File: src/rtl/blob_frame_sequencer.sv
// ============================================================================
//  blob_frame_sequencer : frame-aligned capture / label / publish scheduler
//  Revision 1.0
// ============================================================================
`default_nettype none

module blob_frame_sequencer #(
  parameter int FRAME_W        = 16,
  parameter int TIMEOUT_FRAMES = 4
) (
  input  logic               i_clk,
  input  logic               i_rst,
  input  logic               i_VGA_VSYNC,
  input  logic               i_oPROC_CCD,
  input  logic               i_enable,
  input  logic               i_grayscale_done,
  input  logic               i_blob_end,
  output logic               o_grayscale_start,
  output logic               o_blob_start,
  output logic               o_result_valid,
  output logic [FRAME_W-1:0] o_frame_cnt,
  output logic               o_error,
  output logic [2:0]         o_state
);

  typedef enum logic [2:0] {
    S_IDLE  = 3'd0,
    S_SYNC1 = 3'd1,
    S_GRAY  = 3'd2,
    S_SYNC2 = 3'd3,
    S_BLOB  = 3'd4,
    S_SYNC3 = 3'd5,
    S_ERR   = 3'd6
  } state_t;

  localparam int          TW      = $clog2(TIMEOUT_FRAMES + 1);
  localparam logic [TW-1:0] C_TLAST = TW'(TIMEOUT_FRAMES - 1);

  state_t        r_state;
  logic          r_vs_d;
  logic [TW-1:0] r_tcnt;
  logic          w_bnd;
  logic          w_run;

  assign w_bnd   = i_VGA_VSYNC & ~r_vs_d;
  assign w_run   = i_oPROC_CCD & i_enable;
  assign o_state = r_state;

  always_ff @(posedge i_clk) begin
    if (i_rst) begin
      // vs_d resets high so a VSYNC already high is not seen as a boundary
      r_state           <= S_IDLE;
      r_vs_d            <= 1'b1;
      r_tcnt            <= '0;
      o_grayscale_start <= 1'b0;
      o_blob_start      <= 1'b0;
      o_result_valid    <= 1'b0;
      o_frame_cnt       <= '0;
      o_error           <= 1'b0;
    end else begin
      r_vs_d       <= i_VGA_VSYNC;
      o_blob_start <= 1'b0;
      case (r_state)
        S_IDLE: begin
          if (w_run) r_state <= S_SYNC1;
        end
        S_SYNC1: begin
          if (!w_run) begin
            r_state <= S_IDLE;
          end else if (w_bnd) begin
            r_state           <= S_GRAY;
            o_grayscale_start <= 1'b1;
            r_tcnt            <= '0;
          end
        end
        S_GRAY: begin
          if (!w_run) begin
            r_state           <= S_IDLE;
            o_grayscale_start <= 1'b0;
          end else if (i_grayscale_done && w_bnd) begin
            r_state           <= S_BLOB;
            o_grayscale_start <= 1'b0;
            o_blob_start      <= 1'b1;
            o_result_valid    <= 1'b0;
            r_tcnt            <= '0;
          end else if (i_grayscale_done) begin
            r_state <= S_SYNC2;
          end else if (w_bnd) begin
            if (r_tcnt == C_TLAST) begin
              r_state           <= S_ERR;
              o_grayscale_start <= 1'b0;
              o_error           <= 1'b1;
            end else begin
              r_tcnt <= r_tcnt + 1'b1;
            end
          end
        end
        S_SYNC2: begin
          if (!w_run) begin
            r_state           <= S_IDLE;
            o_grayscale_start <= 1'b0;
          end else if (w_bnd) begin
            r_state           <= S_BLOB;
            o_grayscale_start <= 1'b0;
            o_blob_start      <= 1'b1;
            o_result_valid    <= 1'b0;
            r_tcnt            <= '0;
          end
        end
        S_BLOB: begin
          // the blob engine cannot be cancelled, so run is only consulted at publish
          if (i_blob_end && w_bnd) begin
            o_result_valid    <= 1'b1;
            o_frame_cnt       <= o_frame_cnt + 1'b1;
            r_tcnt            <= '0;
            r_state           <= w_run ? S_GRAY : S_IDLE;
            o_grayscale_start <= w_run;
          end else if (i_blob_end) begin
            r_state <= S_SYNC3;
          end else if (w_bnd) begin
            if (r_tcnt == C_TLAST) begin
              r_state <= S_ERR;
              o_error <= 1'b1;
            end else begin
              r_tcnt <= r_tcnt + 1'b1;
            end
          end
        end
        S_SYNC3: begin
          if (w_bnd) begin
            o_result_valid    <= 1'b1;
            o_frame_cnt       <= o_frame_cnt + 1'b1;
            r_tcnt            <= '0;
            r_state           <= w_run ? S_GRAY : S_IDLE;
            o_grayscale_start <= w_run;
          end
        end
        S_ERR: begin
          o_grayscale_start <= 1'b0;
          o_error           <= 1'b1;
          if (!i_enable) begin
            r_state <= S_IDLE;
            o_error <= 1'b0;
          end
        end
        default: begin
          r_state           <= S_IDLE;
          o_grayscale_start <= 1'b0;
        end
      endcase
    end
  end

endmodule

`default_nettype wire

File: config.mk
export PLATFORM = sky130hd
export DESIGN_NAME = blob_frame_sequencer
export DESIGN_NICKNAME = d
export VERILOG_FILES = /design/src/rtl/blob_frame_sequencer.sv
export SDC_FILE = /design/constraint.sdc
export NUM_CORES = 1
export LEC_CHECK = 0
export CAP_MARGIN = 15
export CORE_MARGIN = 2
export CORE_UTILIZATION = 56
export DETAILED_ROUTE_END_ITERATION = 6
export PLACE_DENSITY = 0.84
export SLEW_MARGIN = 20
export SYNTH_ARGS = -nofsm -noshare
export SYNTH_HDL_FRONTEND = slang
export SYNTH_SLANG_ARGS = --single-unit
File: constraint.sdc
create_clock -name i_clk -period 5.25 [get_ports i_clk]
set_input_delay 1.3125 -clock i_clk [delete_from_list [all_inputs] [get_ports i_clk]]
set_output_delay 1.3125 -clock i_clk [all_outputs]
set_load 0.02 [all_outputs]
# Yosys cells after proc, flatten, opt, wreduce, memory -nomap -nowiden
# Cells that the tools add are included.
[classes]
muxes = 60
n_lt_le_gt_ge = 0
shift = 0
n_div = 0
eq_ne = 29
multipliers = 0
n_reduce_logical = 14
add_sub_neg = 2
bitwise = 4
[op_table]
columns = ["operator", "n"]
rows = [
  ["3-bit two-way mux", 23],
  ["16-bit two-way mux", 2],
  ["16-bit case mux with 2 select lines", 1],
  ["2-bit != test (second input constant)", 14],
  ["1-bit two-way mux", 27],
  ["3-bit case mux with 7 select lines", 1],
  ["16-bit by 1-bit adder with 16-bit output (second input constant)", 1],
  ["3-bit != test (second input constant)", 4],
  ["4-bit != test (second input constant)", 3],
  ["3-bit case mux with 4 select lines", 1],
  ["5-bit AND reduction", 2],
  ["3-bit by 2-bit equality test with 1-bit output (second input constant)", 3],
  ["3-bit equality test (second input constant)", 3],
  ["9-bit AND reduction", 1],
  ["4-bit nonzero test", 2],
  ["7-bit AND reduction", 1],
  ["1-bit case mux with 6 select lines", 1],
  ["6-bit AND reduction", 1],
  ["1-bit case mux with 4 select lines", 1],
  ["3-bit by 1-bit adder with 3-bit output (second input constant)", 1],
  ["3-bit by 1-bit equality test with 1-bit output (second input constant)", 1],
  ["3-bit zero test", 1],
  ["1-bit case mux with 3 select lines", 1],
  ["3-bit AND reduction", 1],
  ["9 further kinds", 12],
]
[totals]
input_bits = 7
ff_bits = 27
wordCells = 117
romBits = 0
ramBits = 0
n_memories = 0
latch_bits = 0

# Logic depth before layout (Yosys ltp)
# Gate-level depths: netlist of the first run.
[depth]
word_depth = 7
mapped_depth = 7
depth_no_buf = 6

# Least setup slack after synthesis of the first run
# Ideal clock, no wire load.
[synth_timing]
path_kind = "input-to-reg"
start = "input i_VGA_VSYNC"
end = "register o_frame_cnt[12]"
path_stages = 6
required_time_ns = 5.127
setup_slack_ns = 2.745
setup_ns = 0.123
arrival_ns = 2.382
n_path_buf = 2
path_cell_list = "and2b_1 > buf_6 > a21oi_2 > buf_6 > nor4b_1 > mux2_1"
[synth_via]
elab_chain_len = 4
word_cells_on_any_way = 5
[synth_lines]
columns = ["element", "line", "rtl"]
rows = [
  ["start: declaration", "13", "input logic i_VGA_VSYNC,"],
  ["1-bit bitwise AND *", "45", "assign w_bnd = i_VGA_VSYNC & ~r_vs_d;"],
  ["1-bit logical AND", "112", "if (i_blob_end && w_bnd) begin"],
  ["2-bit != test (no source line)", "--", ""],
  ["3-bit AND reduction (no source line) *", "--", ""],
  ["end signal: assignment", "114", "o_frame_cnt <= o_frame_cnt + 1'b1;"],
  ["end signal: assignment", "132", "o_frame_cnt <= o_frame_cnt + 1'b1;"],
  ["end: declaration", "21", "output logic [FRAME_W-1:0] o_frame_cnt,"],
]
# Every way passes the cells marked *; elsewhere a longest branch is shown, timed or not.
# A chain may end at the register's enable or synchronous reset.

# Worst setup path in the final report of the first run
[layout_timing]
start = "input i_VGA_VSYNC"
end = "register o_frame_cnt[14]"
# The elaborated chain is that of the path after synthesis.

==> metrics.txt, run 1 <==
run status finished clean; fin cells 250; fillcell total 219; sequential fraction of the synthesis area 0.324; GRT Util Overall 0.249; vias 1702; Worst Setup End Kind register; Lkg Pwr 0.635 nW; flops & latches, synth 27; proportion of layout cells with a drive suffix above 1 0.0548; Primary FF master, synth dfxtp_1; initial antenna violation count 0; drt pass-1 iters 4; initial drt markers 106; Post-synth EDFFs 0; metal3 WL 239 um; worst path required time 5.48 ns; post-route clock period utilization 0.625; relative slew slack 0.293; Max Root-Sink Buffers 2; Worst Setup Slack, final 1.97 ns; CP peak stage delay 0.88 ns; clock skew 0.0101 ns; Wirelength per Cell 16.2 um; WL met2 1970 um; max-cap viol count 0; pre-CTS setup slack 1.63 ns; Num CTS Buffers 3; H-tree depth 1; WP buf/inv 1; ys async rst share 0; Via density 6.81; Mean Syn Cell Area 8.47 sq um; Synth area leaders dfxtp_1 (32%), a21oi_1 (6.0%), o31ai_1 (5.4%); Top Metal Used met4; Post-CTS Setup Repair Bufs 0; P&R area growth vs syn 17.9%; crit path time final 3.28 ns; grt ovf 0; Initial Util 0.600; drt total wl 4060 um; WS Path Type primary input to register; Post-CTS Resized 0; largest net degree at the start of global routing 31; number of port buffers 29; GPL Wtd Cong 0.968; RSZ-0062 raised after global routing no; power per cell area 173 mW/mm^2; Post-Synthesis Cells 197; VDD IR-drop max 0.000193 V; Nets 232; Commonest cells post-synth dfxtp_1 (27), a21oi_1 (20), o31ai_1 (12); CP max stage cell a21oi_2; syn nets 209; Ports 30; synth unique cells 51; CTS Root Cell clkbuf_4; Die Width 58.6 um; Synth Cell Area 0.00167 sq mm; sum of negative setup slack 0 ns; CTS Sinks 27; Placed Instances 246; worst hold path type register to register; CP Data Arrival Time 3.51 ns; Core Region 0.00278 sq mm; maximum clock frequency 305 MHz; register area 541 sq um; area of the multi-input gates 0.00102 sq mm; clk_lat worst skew 0.32 ns; remaining antenna violation count 0; Rows 19; met1 WL 1750 um; Detailed Place HPWL 2910 um; Synth Warn # 0; CP max FO 30; CTS Hold Bufs 0; CTS tree yes; die area 0.00343 sq mm; dominant cell type by area after synthesis dfxtp_1; Critical Path Start Type primary input; Final Hold Fails 0; first-pass GRT wire length 6850 um; most common cell in the netlist dfxtp_1; crit-path cells clkdlybuf4s50_1 -> and2b_1 -> a21oi_2 -> nor4b_1 -> mux2_1; Largest delay share family, worst path compound AO/OA/AOI/OAI gates; vias in the first global route 1565; antenna cells 0; max-slew violations 0; # setup viols final 0; Worst-path clk slew 0.15 ns; Worst Max-Slew Pin Slew 1.06 ns; Yosys top cell area share 0.324; drt drc 0; Die Ht 58.6 um; total power 0.341 mW
cells in the final DEF (no fill, tap or decap), types with 5 or more instances in the layout:
master	count
clkdlybuf4s50_1	29
dfxtp_1	27
a21oi_1	20
o31ai_1	12
or4_1	10
nand2_1	10
inv_1	8
nand3_1	8
nor2_1	8
nor3_1	6
o21ai_0	5
nor2b_1	5
ha_1	5
flip-flops by register name (all words and copies together), names as in the netlist:
name,count
o_grayscale_start,1
o_error,1
o_frame_cnt,16
r_vs_d,1
r_tcnt,3
o_result_valid,1
o_blob_start,1
o_state,3
metrics by stage:
step	hold slack (ns)	utilization	area, sq um
5_1_grt	0.492	0.707	1970
3_5_place_dp	0.441	0.696	1940
6_report	0.461	0.707	1970
2_1_floorplan	0.420	-	1670
4_1_cts	0.460	0.707	1970
3_3_place_gp	0.429	0.696	1940
worst reg2reg max path, cell delays in order, from the launching register on:
cell     delay (ns)
dfxtp_1        0.75
ha_1           0.36
and2_1         0.18
nand4_1        0.37
nor4_1         0.46
mux2_1         0.35
cells by family after synthesis:
group,share of synthesized area
compound gates,0.273
buf+inv,0.0615
fa+ha+maj,0.0375
mux,0.0323
simple gates,0.272
flops,0.324
metal layers:
| metal | GRT usage | up-vias |
|---|---|---|
| met5 | 0 | - |
| met4 | 0.0974 | 0 |
| met3 | 0.0352 | 12 |
| met2 | 0.416 | 83 |
| met1 | 0.326 | 801 |
| li1 | - | 806 |
final cells by class:
| class | count | area share |
|---|---|---|
| sequential | 27 | 0.275 |
| timing repair buffer | 30 | 0.151 |
| multi-input combinational | 149 | 0.521 |
| tap | 31 | 0.0197 |
| clock inverter | 1 | 0.00382 |
| clock buffer | 3 | 0.0115 |
| inverter | 9 | 0.0172 |
final timing paths:
path,slack [ns],cells past startpoint,from,endpoint
worst min-delay path,0.46,2,r_tcnt[2],r_tcnt[2]
worst min register to register,0.46,2,r_tcnt[2],r_tcnt[2]
worst max register to register,2.69,5,o_state[2],o_frame_cnt[15]
worst max-delay path,1.97,5,i_VGA_VSYNC,o_frame_cnt[14]
power by group:
part           switching, mW  internal [mW]
clock network         0.0618         0.0291
registers            0.00607          0.207
logic                 0.0214         0.0157
Power figures use the tool's default switching activity.
==> inputs of run 2 (changes only) <==
Settings changed: CORE_UTILIZATION 56 to 47, PLACE_DENSITY 0.84 to 0.76.
Clock period 5.25 ns to 2.8 ns, I/O delays scaled along.
==> metrics.txt, run 2 (same netlist as run 1, synthesis figures left out) <==
Largest delay share family, worst path flip-flops; hold slack 0.464 ns; Worst Max-Slew Pin Slew 0.646 ns; Via density 6.23; register-to-register setup slack 0.56 ns; H-tree depth 1; Lkg Pwr 0.663 nW; post-route cell area 0.00202 sq mm; worst path required time 2.10 ns; total power 0.636 mW; GPL Wtd Cong 0.954; Rows 21; GR Layer Usage met3 0.0464; Num CTS Buffers 3; worst hold path type register to register; number of port buffers 29; Detailed Place HPWL 2870 um; max-slew violations 0; proportion of layout cells with a drive suffix above 1 0.0714; sum of negative setup slack 0 ns; fin cells 270; die area 0.00404 sq mm; Worst Setup Slack, final 0.288 ns; RSZ-0062 raised after global routing no; drt pass-1 iters 5; run status finished clean; CP max FO 19; GRT Util Overall 0.214; max-cap viol count 0; vias 1683; worst hold start r_tcnt[2]; hold path depth 2; FF-to-FF End o_frame_cnt[15]; clk_lat worst skew 0.32 ns; Nets 237; clock skew 0.0119 ns; Post-CTS Setup Repair Bufs 0; WS Path Type register to output pin; reg-to-reg startpoint o_state[1]; most common cell after layout, fill and taps aside clkdlybuf4s50_1; CTS Hold Bufs 0; Critical Path Start Type register; drt total wl 4030 um; met1 Use GR 0.290; power per cell area 315 mW/mm^2; M2 GR Usage 0.332; CP max stage cell dfxtp_1; maximum clock frequency 398 MHz; first-pass GRT wire length 7110 um; Die Width 63.6 um; CP Data Arrival Time 1.81 ns; Final Hold Fails 0; post-route clock period utilization 0.897; largest net degree at the start of global routing 31; Post-CTS Resized 0; crit path time final 2.51 ns; WHS Endpoint r_tcnt[2]; Die Ht 63.6 um; Max Root-Sink Buffers 2; # setup viols final 0; P&R area growth vs syn 21.0%; Top Usage Layer GRT met2; grt ovf 0; CTS tree yes; Initial Util 0.496; Ports 30; Placed Instances 266; max FFs per register 16; Finished Core Util 0.600; CP peak stage delay 0.76 ns; pre-CTS setup slack 0.278 ns; WP buf/inv 1; crit-path cells clkdlybuf4s50_1; CTS Root Cell clkbuf_4; relative slew slack 0.569; Reg2Reg Depth 6; Wirelength per Cell 14.9 um; antenna cells 0; DP Area 0.00199 sq mm; CTS Sinks 27; remaining antenna violation count 0; initial antenna violation count 0; vias in the first global route 1601; initial drt markers 111; VDD IR-drop max 0.000280 V; Worst Setup End Kind output pin; Core Region 0.00336 sq mm; Critical Path Start o_state[0]; Worst-path clk slew 0.14 ns; most frequent cells in the layout clkdlybuf4s50_1 (29), dfxtp_1 (27), a21oi_1 (20), o31ai_1 (12); Reg with most FFs o_frame_cnt; drt drc 0
[run 2: cell types whose count changed in the layout (fill, tap and decap cells not counted)]
cell	previous run	this run
buf_4	1	6
clkinvlp_4	1	0
clkbuf_1	0	1
[run 2: worst max-delay path by stage]
stage / end / slack (ns) / cells past startpoint
global route: o_state[0] / 0.19 / 1
detailed placement: o_frame_cnt[12] / 0.28 / 6
floorplan: o_frame_cnt[15] / 0.79 / 6
finish: o_state[0] / 0.29 / 1
CTS: o_state[0] / 0.28 / 1
global placement: o_frame_cnt[12] / 0.36 / 6
[run 2: worst reg2reg max path, stage by stage, from the launching register on]
cell     delay (ns)
dfxtp_1        0.34
inv_1          0.22
ha_1           0.28
and2_1         0.17
nand4_1        0.36
nor4_1         0.43
mux2_1         0.35
[run 2: power by group]
part	internal (mW)	total, mW	switching, mW
Combinational	0.0315	0.0735	0.0421
Sequential	0.387	0.397	0.0103
Clock	0.0557	0.165	0.109
[run 2: layout make-up]
| cell class | count | area (sq um) |
|---|---|---|
| clock buffer | 4 | 26.3 |
| fill | 322 | 1350 |
| inverter | 9 | 33.8 |
| multi-input combinational | 149 | 1020 |
| sequential | 27 | 541 |
| tap | 46 | 57.6 |
| timing repair buffer | 35 | 335 |
[run 2: layer usage]
layer / vias to the layer above / share of wire / routed length [um]
met5: - / 0 / 0
met4: 0 / 0.011 / 44
met3: 6 / 0.055 / 221
li1: 821 / - / -
met2: 57 / 0.47 / 1900
met1: 799 / 0.46 / 1860
